`src/rtl/makestuff_tlp_regfile_pkg.sv`:
```
// ---------------------------------------------------------------------------
// makestuff_tlp_regfile_pkg
//   Shared types for the host register-pipe register file: the channel
//   number carried by the xcvr, the read-side state encoding and the layout
//   of the word returned by the status channel.
// ---------------------------------------------------------------------------
package makestuff_tlp_regfile_pkg;

  // Channel number as presented by makestuff_tlp_xcvr.
  typedef logic [6:0] Channel;

  // Channel as held by the register file while a read is in flight.
  typedef Channel RegChan;

  // Host read sequencing.
  typedef enum logic [1:0] {
    RD_IDLE,
    RD_FETCH,
    RD_HOLD
  } RdState;

  // Word returned by a read of the status channel.
  typedef struct packed {
    logic [15:0] stallCount;
    logic [15:0] dropCount;
  } StatusWord;

endpackage

```
`src/rtl/makestuff_tlp_regfile_skid.sv`:
```
// ---------------------------------------------------------------------------
// makestuff_reg_skid
//   Two-entry valid/ready skid buffer. inReady depends only on the buffer
//   occupancy, so there is no combinational path from outReady back to
//   inReady. One entry sustains one word per cycle when the consumer is
//   always ready; the second entry absorbs a word while the consumer stalls.
//
// Ports
//   clk       in   1       clock
//   rstN      in   1       asynchronous active-low reset; empties the buffer
//   inData    in   WIDTH   producer data
//   inValid   in   1       producer valid
//   inReady   out  1       buffer has a free entry
//   outData   out  WIDTH   oldest buffered word
//   outValid  out  1       buffer not empty
//   outReady  in   1       consumer accepts outData
//   full      out  1       both entries occupied
// ---------------------------------------------------------------------------
module makestuff_reg_skid #(
  parameter int WIDTH = 32
) (
  input  logic             clk,
  input  logic             rstN,
  input  logic [WIDTH-1:0] inData,
  input  logic             inValid,
  output logic             inReady,
  output logic [WIDTH-1:0] outData,
  output logic             outValid,
  input  logic             outReady,
  output logic             full
);

  logic [WIDTH-1:0] slot [2];
  logic             wrPtr;
  logic             rdPtr;
  logic [1:0]       count;
  logic             push;
  logic             pop;

  assign inReady  = (count != 2'd2);
  assign outValid = (count != 2'd0);
  assign full     = (count == 2'd2);
  assign outData  = slot[rdPtr];
  assign push     = inValid && inReady;
  assign pop      = outValid && outReady;

  always_ff @(posedge clk or negedge rstN) begin
    if (!rstN) begin
      slot[0] <= '0;
      slot[1] <= '0;
      wrPtr   <= 1'b0;
      rdPtr   <= 1'b0;
      count   <= 2'd0;
    end else begin
      if (push) begin
        slot[wrPtr] <= inData;
        wrPtr       <= ~wrPtr;
      end
      if (pop) begin
        rdPtr <= ~rdPtr;
      end
      case ({push, pop})
        2'b10:   count <= count + 2'd1;
        2'b01:   count <= count - 2'd1;
        default: count <= count;
      endcase
    end
  end

endmodule

```
`src/rtl/makestuff_tlp_regfile.sv`:
```
// ---------------------------------------------------------------------------
// makestuff_tlp_regfile
//   Channel-addressed register file sitting directly downstream of
//   makestuff_tlp_xcvr. Host writes and reads are terminated in:
//     - NUM_REGS plain read/write registers (channels 0..NUM_REGS-1),
//     - a stream channel bridged to the user usrWr*/usrRd* pipes,
//     - a read-only status channel {stallCount, dropCount}.
//   Any other channel is absorbed (writes dropped and counted, reads return
//   BAD_READ) so a stray host access can never wedge the xcvr.
//
// Ports
//   pcieClk_in      in   1            core clock shared with the xcvr
//   pcieRstN_in     in   1            asynchronous active-low reset
//   cpuChan_in      in   7            channel; stable while an access is pending
//   cpuWrData_in    in   32           host write data
//   cpuWrValid_in   in   1            host write valid
//   cpuWrReady_out  out  1            host write accepted (with cpuWrValid_in)
//   cpuRdData_out   out  32           host read data
//   cpuRdValid_out  out  1            host read data valid
//   cpuRdReady_in   in   1            host read request / read data accept
//   regs_out        out  32*NUM_REGS  register n at [32n+31:32n]
//   usrWrData_out   out  32           stream write data to user logic
//   usrWrValid_out  out  1            stream write valid
//   usrWrReady_in   in   1            user accepts stream write
//   usrRdData_in    in   32           user data for stream reads
//   usrRdValid_in   in   1            user read data valid
//   usrRdReady_out  out  1            pops the user read pipe
// ---------------------------------------------------------------------------
module makestuff_tlp_regfile
  import makestuff_tlp_regfile_pkg::*;
#(
  parameter int          NUM_REGS    = 4,
  parameter logic [6:0]  STREAM_CHAN = 7'h7E,
  parameter logic [6:0]  STATUS_CHAN = 7'h7F,
  parameter logic [31:0] BAD_READ    = 32'hDEADBEEF
) (
  input  logic                    pcieClk_in,
  input  logic                    pcieRstN_in,
  input  logic [6:0]              cpuChan_in,
  input  logic [31:0]             cpuWrData_in,
  input  logic                    cpuWrValid_in,
  output logic                    cpuWrReady_out,
  output logic [31:0]             cpuRdData_out,
  output logic                    cpuRdValid_out,
  input  logic                    cpuRdReady_in,
  output logic [32*NUM_REGS-1:0]  regs_out,
  output logic [31:0]             usrWrData_out,
  output logic                    usrWrValid_out,
  input  logic                    usrWrReady_in,
  input  logic [31:0]             usrRdData_in,
  input  logic                    usrRdValid_in,
  output logic                    usrRdReady_out
);

  localparam int         IDX_W      = (NUM_REGS > 1) ? $clog2(NUM_REGS) : 1;
  localparam logic [7:0] NUM_REGS_C = 8'(NUM_REGS);

  function automatic logic chanIsReg(input Channel ch);
    return ({1'b0, ch} < NUM_REGS_C);
  endfunction

  function automatic logic [15:0] satInc16(input logic [15:0] v);
    return (v == 16'hFFFF) ? v : v + 16'd1;
  endfunction

  logic [31:0]      regFile [NUM_REGS];
  StatusWord        status;

  // Write-side decode of the live channel.
  logic             wrIsReg;
  logic             wrIsStream;
  logic             wrIsStatus;
  logic             wrIsUnmapped;
  logic [IDX_W-1:0] wrIdx;
  logic             wrFire;

  logic             skidInReady;
  logic             skidFull;

  // Read-side state.
  RdState           rdState;
  RegChan           rdChan_p0;
  logic             rdIsStream;
  logic [IDX_W-1:0] rdIdx;
  logic [31:0]      fetchData;

  assign wrIsReg      = chanIsReg(cpuChan_in);
  assign wrIsStream   = (cpuChan_in == STREAM_CHAN);
  assign wrIsStatus   = (cpuChan_in == STATUS_CHAN);
  assign wrIsUnmapped = !wrIsReg && !wrIsStream && !wrIsStatus;
  assign wrIdx        = cpuChan_in[IDX_W-1:0];

  // Held low throughout reset so nothing is accepted while the skid and
  // counters are being cleared.
  assign cpuWrReady_out = pcieRstN_in && (wrIsStream ? skidInReady : 1'b1);
  assign wrFire         = cpuWrValid_in && cpuWrReady_out;

  // Stream write path
  makestuff_reg_skid #(
    .WIDTH(32)
  ) uSkid (
    .clk      (pcieClk_in),
    .rstN     (pcieRstN_in),
    .inData   (cpuWrData_in),
    .inValid  (cpuWrValid_in && wrIsStream),
    .inReady  (skidInReady),
    .outData  (usrWrData_out),
    .outValid (usrWrValid_out),
    .outReady (usrWrReady_in),
    .full     (skidFull)
  );

  // Register writes
  always_ff @(posedge pcieClk_in or negedge pcieRstN_in) begin
    if (!pcieRstN_in) begin
      for (int i = 0; i < NUM_REGS; i++) begin
        regFile[i] <= '0;
      end
    end else begin
      for (int i = 0; i < NUM_REGS; i++) begin
        if (wrFire && wrIsReg && (wrIdx == IDX_W'(i))) begin
          regFile[i] <= cpuWrData_in;
        end
      end
    end
  end

  for (genvar g = 0; g < NUM_REGS; g++) begin : gRegsOut
    assign regs_out[32*g +: 32] = regFile[g];
  end

  // Status counters; a status-channel write takes priority over a stall
  // increment in the same cycle.
  always_ff @(posedge pcieClk_in or negedge pcieRstN_in) begin
    if (!pcieRstN_in) begin
      status <= '0;
    end else if (wrFire && wrIsStatus) begin
      status <= '0;
    end else begin
      if (skidFull && !usrWrReady_in) begin
        status.stallCount <= satInc16(status.stallCount);
      end
      if (wrFire && wrIsUnmapped) begin
        status.dropCount <= satInc16(status.dropCount);
      end
    end
  end

  // Read fetch decode on the latched channel
  assign rdIsStream = (rdChan_p0 == STREAM_CHAN);
  assign rdIdx      = rdChan_p0[IDX_W-1:0];

  // Reads sample register contents before any same-cycle write lands.
  always_comb begin
    fetchData = BAD_READ;
    if (chanIsReg(rdChan_p0)) begin
      for (int i = 0; i < NUM_REGS; i++) begin
        if (rdIdx == IDX_W'(i)) begin
          fetchData = regFile[i];
        end
      end
    end else if (rdChan_p0 == STATUS_CHAN) begin
      fetchData = status;
    end
  end

  // Only pops while a stream fetch is outstanding; reset forces RD_IDLE
  // asynchronously, so no pop can occur once reset asserts.
  assign usrRdReady_out = (rdState == RD_FETCH) && rdIsStream && usrRdValid_in;

  // Read FSM: IDLE -> FETCH -> HOLD -> IDLE
  always_ff @(posedge pcieClk_in or negedge pcieRstN_in) begin
    if (!pcieRstN_in) begin
      rdState        <= RD_IDLE;
      rdChan_p0      <= '0;
      cpuRdData_out  <= '0;
      cpuRdValid_out <= 1'b0;
    end else begin
      case (rdState)
        RD_IDLE: begin
          if (cpuRdReady_in) begin
            rdChan_p0 <= cpuChan_in;
            rdState   <= RD_FETCH;
          end
        end
        RD_FETCH: begin
          if (rdIsStream) begin
            if (usrRdValid_in) begin
              cpuRdData_out  <= usrRdData_in;
              cpuRdValid_out <= 1'b1;
              rdState        <= RD_HOLD;
            end
          end else begin
            cpuRdData_out  <= fetchData;
            cpuRdValid_out <= 1'b1;
            rdState        <= RD_HOLD;
          end
        end
        RD_HOLD: begin
          if (cpuRdReady_in) begin
            cpuRdValid_out <= 1'b0;
            rdState        <= RD_IDLE;
          end
        end
        default: begin
          cpuRdValid_out <= 1'b0;
          rdState        <= RD_IDLE;
        end
      endcase
    end
  end

endmodule

```
`config.mk`:
```
export PLATFORM = sky130hd
export DESIGN_NAME = makestuff_tlp_regfile
export DESIGN_NICKNAME = d
export VERILOG_FILES = /design/src/rtl/makestuff_tlp_regfile_pkg.sv /design/src/rtl/makestuff_tlp_regfile_skid.sv /design/src/rtl/makestuff_tlp_regfile.sv
export SDC_FILE = /design/constraint.sdc
export NUM_CORES = 1
export LEC_CHECK = 0
export BUFFER_PORTS_ARGS = -buffer_cell sky130_fd_sc_hd__buf_4
export CAP_MARGIN = 40
export CORE_MARGIN = 2
export CORE_UTILIZATION = 49
export DETAILED_ROUTE_END_ITERATION = 12
export PLACE_DENSITY = 0.86
export SYNTH_ARGS = -nofsm -noshare
export SYNTH_HDL_FRONTEND = slang
export SYNTH_SLANG_ARGS = --single-unit
```
`constraint.sdc`:
```
create_clock -name pcieClk_in -period 1.87 [get_ports pcieClk_in]
set_input_delay 0.0935 -clock pcieClk_in [delete_from_list [all_inputs] [get_ports pcieClk_in]]
set_output_delay 0.0935 -clock pcieClk_in [all_outputs]
set_load 0.03 [all_outputs]
```
==> flow_metrics.env <==
export IMPL_status="finished, violations left"
export IMPL_violations="hold timing"
export IMPL_start_kind="register"
export IMPL_overflow=0
export IMPL_async_flop_share_pct=100
export IMPL_wl_met3_mm=2.81
export IMPL_required_ns=2.34
export IMPL_hold_path_class="in2async"
export IMPL_grt_max_degree=144
export IMPL_grt_antenna_before_repair=1
export IMPL_area_delta_synth_final_pct=37.7
export IMPL_slowest_delay_ns=0.41
export IMPL_wl_per_cell_um=22.9
export IMPL_h_tree_depth=1
export IMPL_ctsHoldBuffers=66
export IMPL_layout_setup_ws_ns=0.00676
export IMPL_slew_violations=0
export IMPL_first_pass_iters=5
export IMPL_critPathKind="reg2reg"
export IMPL_tightest_slew_ns=0.767
export IMPL_layout_min_cycle_time_ns=1.86
export IMPL_max_slew_margin_pct=48.9
export IMPL_clock_root_buffer="clkbuf_16"
export IMPL_die_area_sq_mm=0.0266
export IMPL_syn_num_nets=1010
export IMPL_via_per_inst=5.83
export IMPL_synth_edf_count=0
export IMPL_synthTopCellsByArea="dfrtp_1, mux2_2, mux4_2"
export IMPL_yosys_warnings=0
export IMPL_coreArea_sq_mm=0.0250
export IMPL_endpoint_kind="register"
export IMPL_num_rows=58
export IMPL_cp_arrival_ns=2.33
export IMPL_grt_pass1_vias=10200
export IMPL_n_antenna_cell=0
export IMPL_synth_ff_type="dfrtp_1"
export IMPL_met1_length_mm=15.3
export IMPL_netlist_area_sq_mm=0.0124
export IMPL_critPathMaxFanout=8
export IMPL_dp_slack_ns=-0.139
export IMPL_seq_power_share_pct=38.2
export IMPL_met2WireLength_mm=18.3
export IMPL_final_nets=1391
export IMPL_cts_max_path_buffers=3
export IMPL_period_share_pct=99.6
export IMPL_start_util_pct=49.6
export IMPL_syn_avg_cell_area_sq_um=13.3
export IMPL_cts_buffers=29
export IMPL_drc=0
export IMPL_synth_seq_cells=270
export IMPL_antenna_left=0
export IMPL_portBuffers=272
export IMPL_total_power_mw=19.0
export IMPL_clock_sinks=270
export IMPL_cp_top_family="simple AND/OR/NAND/NOR gates"
export IMPL_rsz0062_at_grt="true"
export IMPL_seq_area_sq_mm=0.00676
export IMPL_multi_input_area_sq_mm=0.00548
export IMPL_share_comb_of_total_power_pct=31.8
export IMPL_grt_pass1_wl_mm=58.0
export IMPL_setup_viol=0
export IMPL_nFillCells=1681
export IMPL_max_vdd_ir_drop_mv=0.685
export IMPL_die_w_um=163
export IMPL_track_usage_pct=28.2
export IMPL_wl_mm=38.0
export IMPL_post_route_util_pct=68.3
export IMPL_pwr_share_clk_pct=30.0
export IMPL_tritoncts="built"
export IMPL_place_inst=1534
export IMPL_initialDrtViolationCount=740
export IMPL_netlist_instances=930
export IMPL_stdcell_count=1662
export IMPL_worst_path_buf_inv=1
export IMPL_die_h_um=163
export IMPL_crit_slowest_cell="or4_4"
export IMPL_power_switching_mw=6.34
export IMPL_synth_top_area_share_pct=54.4
export IMPL_hold_worst_slack_ns=-0.645
export IMPL_top_level_ports=273
export IMPL_vias=9697
export IMPL_power_density_mw_per_mm2=1110
export IMPL_drive_gt1_share_pct=52.3
export IMPL_finalClockSkew_ns=0.00941
export IMPL_p_leak_nw=8.42
export IMPL_intPower_mw=12.6
export IMPL_clk_latency_ns=0.54
export IMPL_synth_cell_types=50
export IMPL_ys_seq_area_share_pct=54.4
export IMPL_finalHoldViolCount=148
export IMPL_fmax_mhz=537
export IMPL_routed_top_layer="met4"
export IMPL_swShare_pct=33.4
export IMPL_clk_pin_slew_ns=0.06
export IMPL_gp_congestion=0.893
export IMPL_hpwl_mm=24.3
export IMPL_maxCapViolations=0
export IMPL_yosysTopAreaCell="dfrtp_1"
export IMPL_crit_chain="ha_2 -> nand4_1 -> nand4bb_4 -> o211ai_4 -> buf_12 -> or4_4 -> a21oi_1"
[cell usage after synthesis (13+ instances only)]
| cell | n |
|---|---|
| o22ai_1 | 24 |
| nand2_1 | 58 |
| mux4_2 | 32 |
| inv_1 | 13 |
| nand3_1 | 15 |
| mux2_2 | 249 |
| nor2_1 | 32 |
| buf_2 | 20 |
| o31ai_1 | 14 |
| dfrtp_1 | 270 |
| o21ai_0 | 35 |
| clkbuf_1 | 21 |
| a21oi_1 | 34 |
[sequential cells by signal, indices dropped and copies added, names as in the netlist]
| name | cells |
|---|---|
| status | 32 |
| cpuRdData_out | 32 |
| rdState | 2 |
| regs_out | 128 |
| cpuRdValid_out | 1 |
| uSkid.count | 2 |
| uSkid.rdPtr | 1 |
| uSkid.slot | 64 |
| uSkid.wrPtr | 1 |
| rdChan_p0 | 7 |
[worst paths after layout]
path / from / end / slack (ns) / depth (start not counted)
min: pcieRstN_in / regs_out[72] / -0.65 / 1
max in group asynchronous: pcieRstN_in / uSkid.slot[44] / 0.87 / 4
min in group pcieClk_in: usrRdData_in[19] / cpuRdData_out[19] / 0.03 / 5
max: status[0] / status[9] / 0.007 / 7
min reg2reg: cpuRdData_out[17] / cpuRdData_out[17] / 0.48 / 2
max reg2reg: status[0] / status[9] / 0.007 / 7
[cell families (layout without fill, tap and decap cells)]
| logic type | count (synthesis) | in the layout | share of synthesized area, % |
|---|---|---|---|
| multiplexers | 285 | 285 | 28.8 |
| flip-flops | 270 | 270 | 54.4 |
| AND/OR/NAND/NOR | 164 | 164 | 6.92 |
| AO/OA/AOI/OAI | 127 | 127 | 6.11 |
| buffers and inverters | 67 | 469 | 2.50 |
| XOR/XNOR | 14 | 14 | 0.988 |
| adder cells (fa/ha/maj) | 3 | 3 | 0.302 |
[layout by cell type (no fill, tap or decap), drive strengths merged, types with 4 or more instances in the layout]
cell type,netlist,routed
o21ai,35,35
a21oi,34,34
nor3,5,5
nand3,15,15
clkbuf,21,42
or4,9,9
xor2,9,9
mux4,32,32
and4,6,6
a211oi,5,5
xnor2,5,5
clkinv,0,6
dlygate4sd3,0,65
nand4,9,9
or3,6,6
o22ai,24,24
buf,33,338
mux2,253,253
o31ai,14,14
and3,4,4
o211ai,6,6
nand2,58,58
dfrtp,270,270
nor2,34,34
inv,13,14
and2,4,4
[metrics by stage]
stage                      TNS, ns  cell area (sq um)
after floorplan           -0.00931              12400
after global placement       -2.61              15300
after detailed placement     -3.74              15300
after CTS                        0              17000
after global routing        -0.189              17100
final                            0              17100
[per-layer routing]
layer | vias to the layer above | global-route usage [%]
li1 | 4193 | -
met1 | 4953 | 37.4
met2 | 447 | 46.1
met3 | 104 | 5.56
met4 | 0 | 11.1
met5 | - | 0
[cell type report]
cell class / instances / share of cell area [%]
Sequential cell: 270 / 39.6
Inverter: 13 / 0.285
Multi-Input combinational cell: 593 / 32.0
Timing Repair Buffer: 404 / 20.2
Clock inverter: 11 / 0.666
Tap cell: 330 / 2.42
Clock buffer: 41 / 4.86
[what timing repair did]
item                                    in CTS  in global routing
buffers inserted                             5                  5
gates cloned                                 0                  1
endpoints found under the setup margin      12                 23
pin swaps                                    3                  5
resized for setup                           12                  9
hold endpoints to repair                   494                148
[power by group through the flow]
| stage | clock network [mW] | registers (mW) | logic [mW] |
|---|---|---|---|
| 6_report | 5.68 | 7.25 | 6.03 |
| 4_1_cts | 5.76 | 7.24 | 5.89 |
| 3_3_place_gp | 0 | 7.29 | 5.52 |
| 3_5_place_dp | 0 | 7.33 | 5.66 |
| 2_1_floorplan | 0 | 7.99 | 2.69 |
| 5_1_grt | 6.03 | 7.33 | 6.39 |
Power figures use the tool's default switching activity.
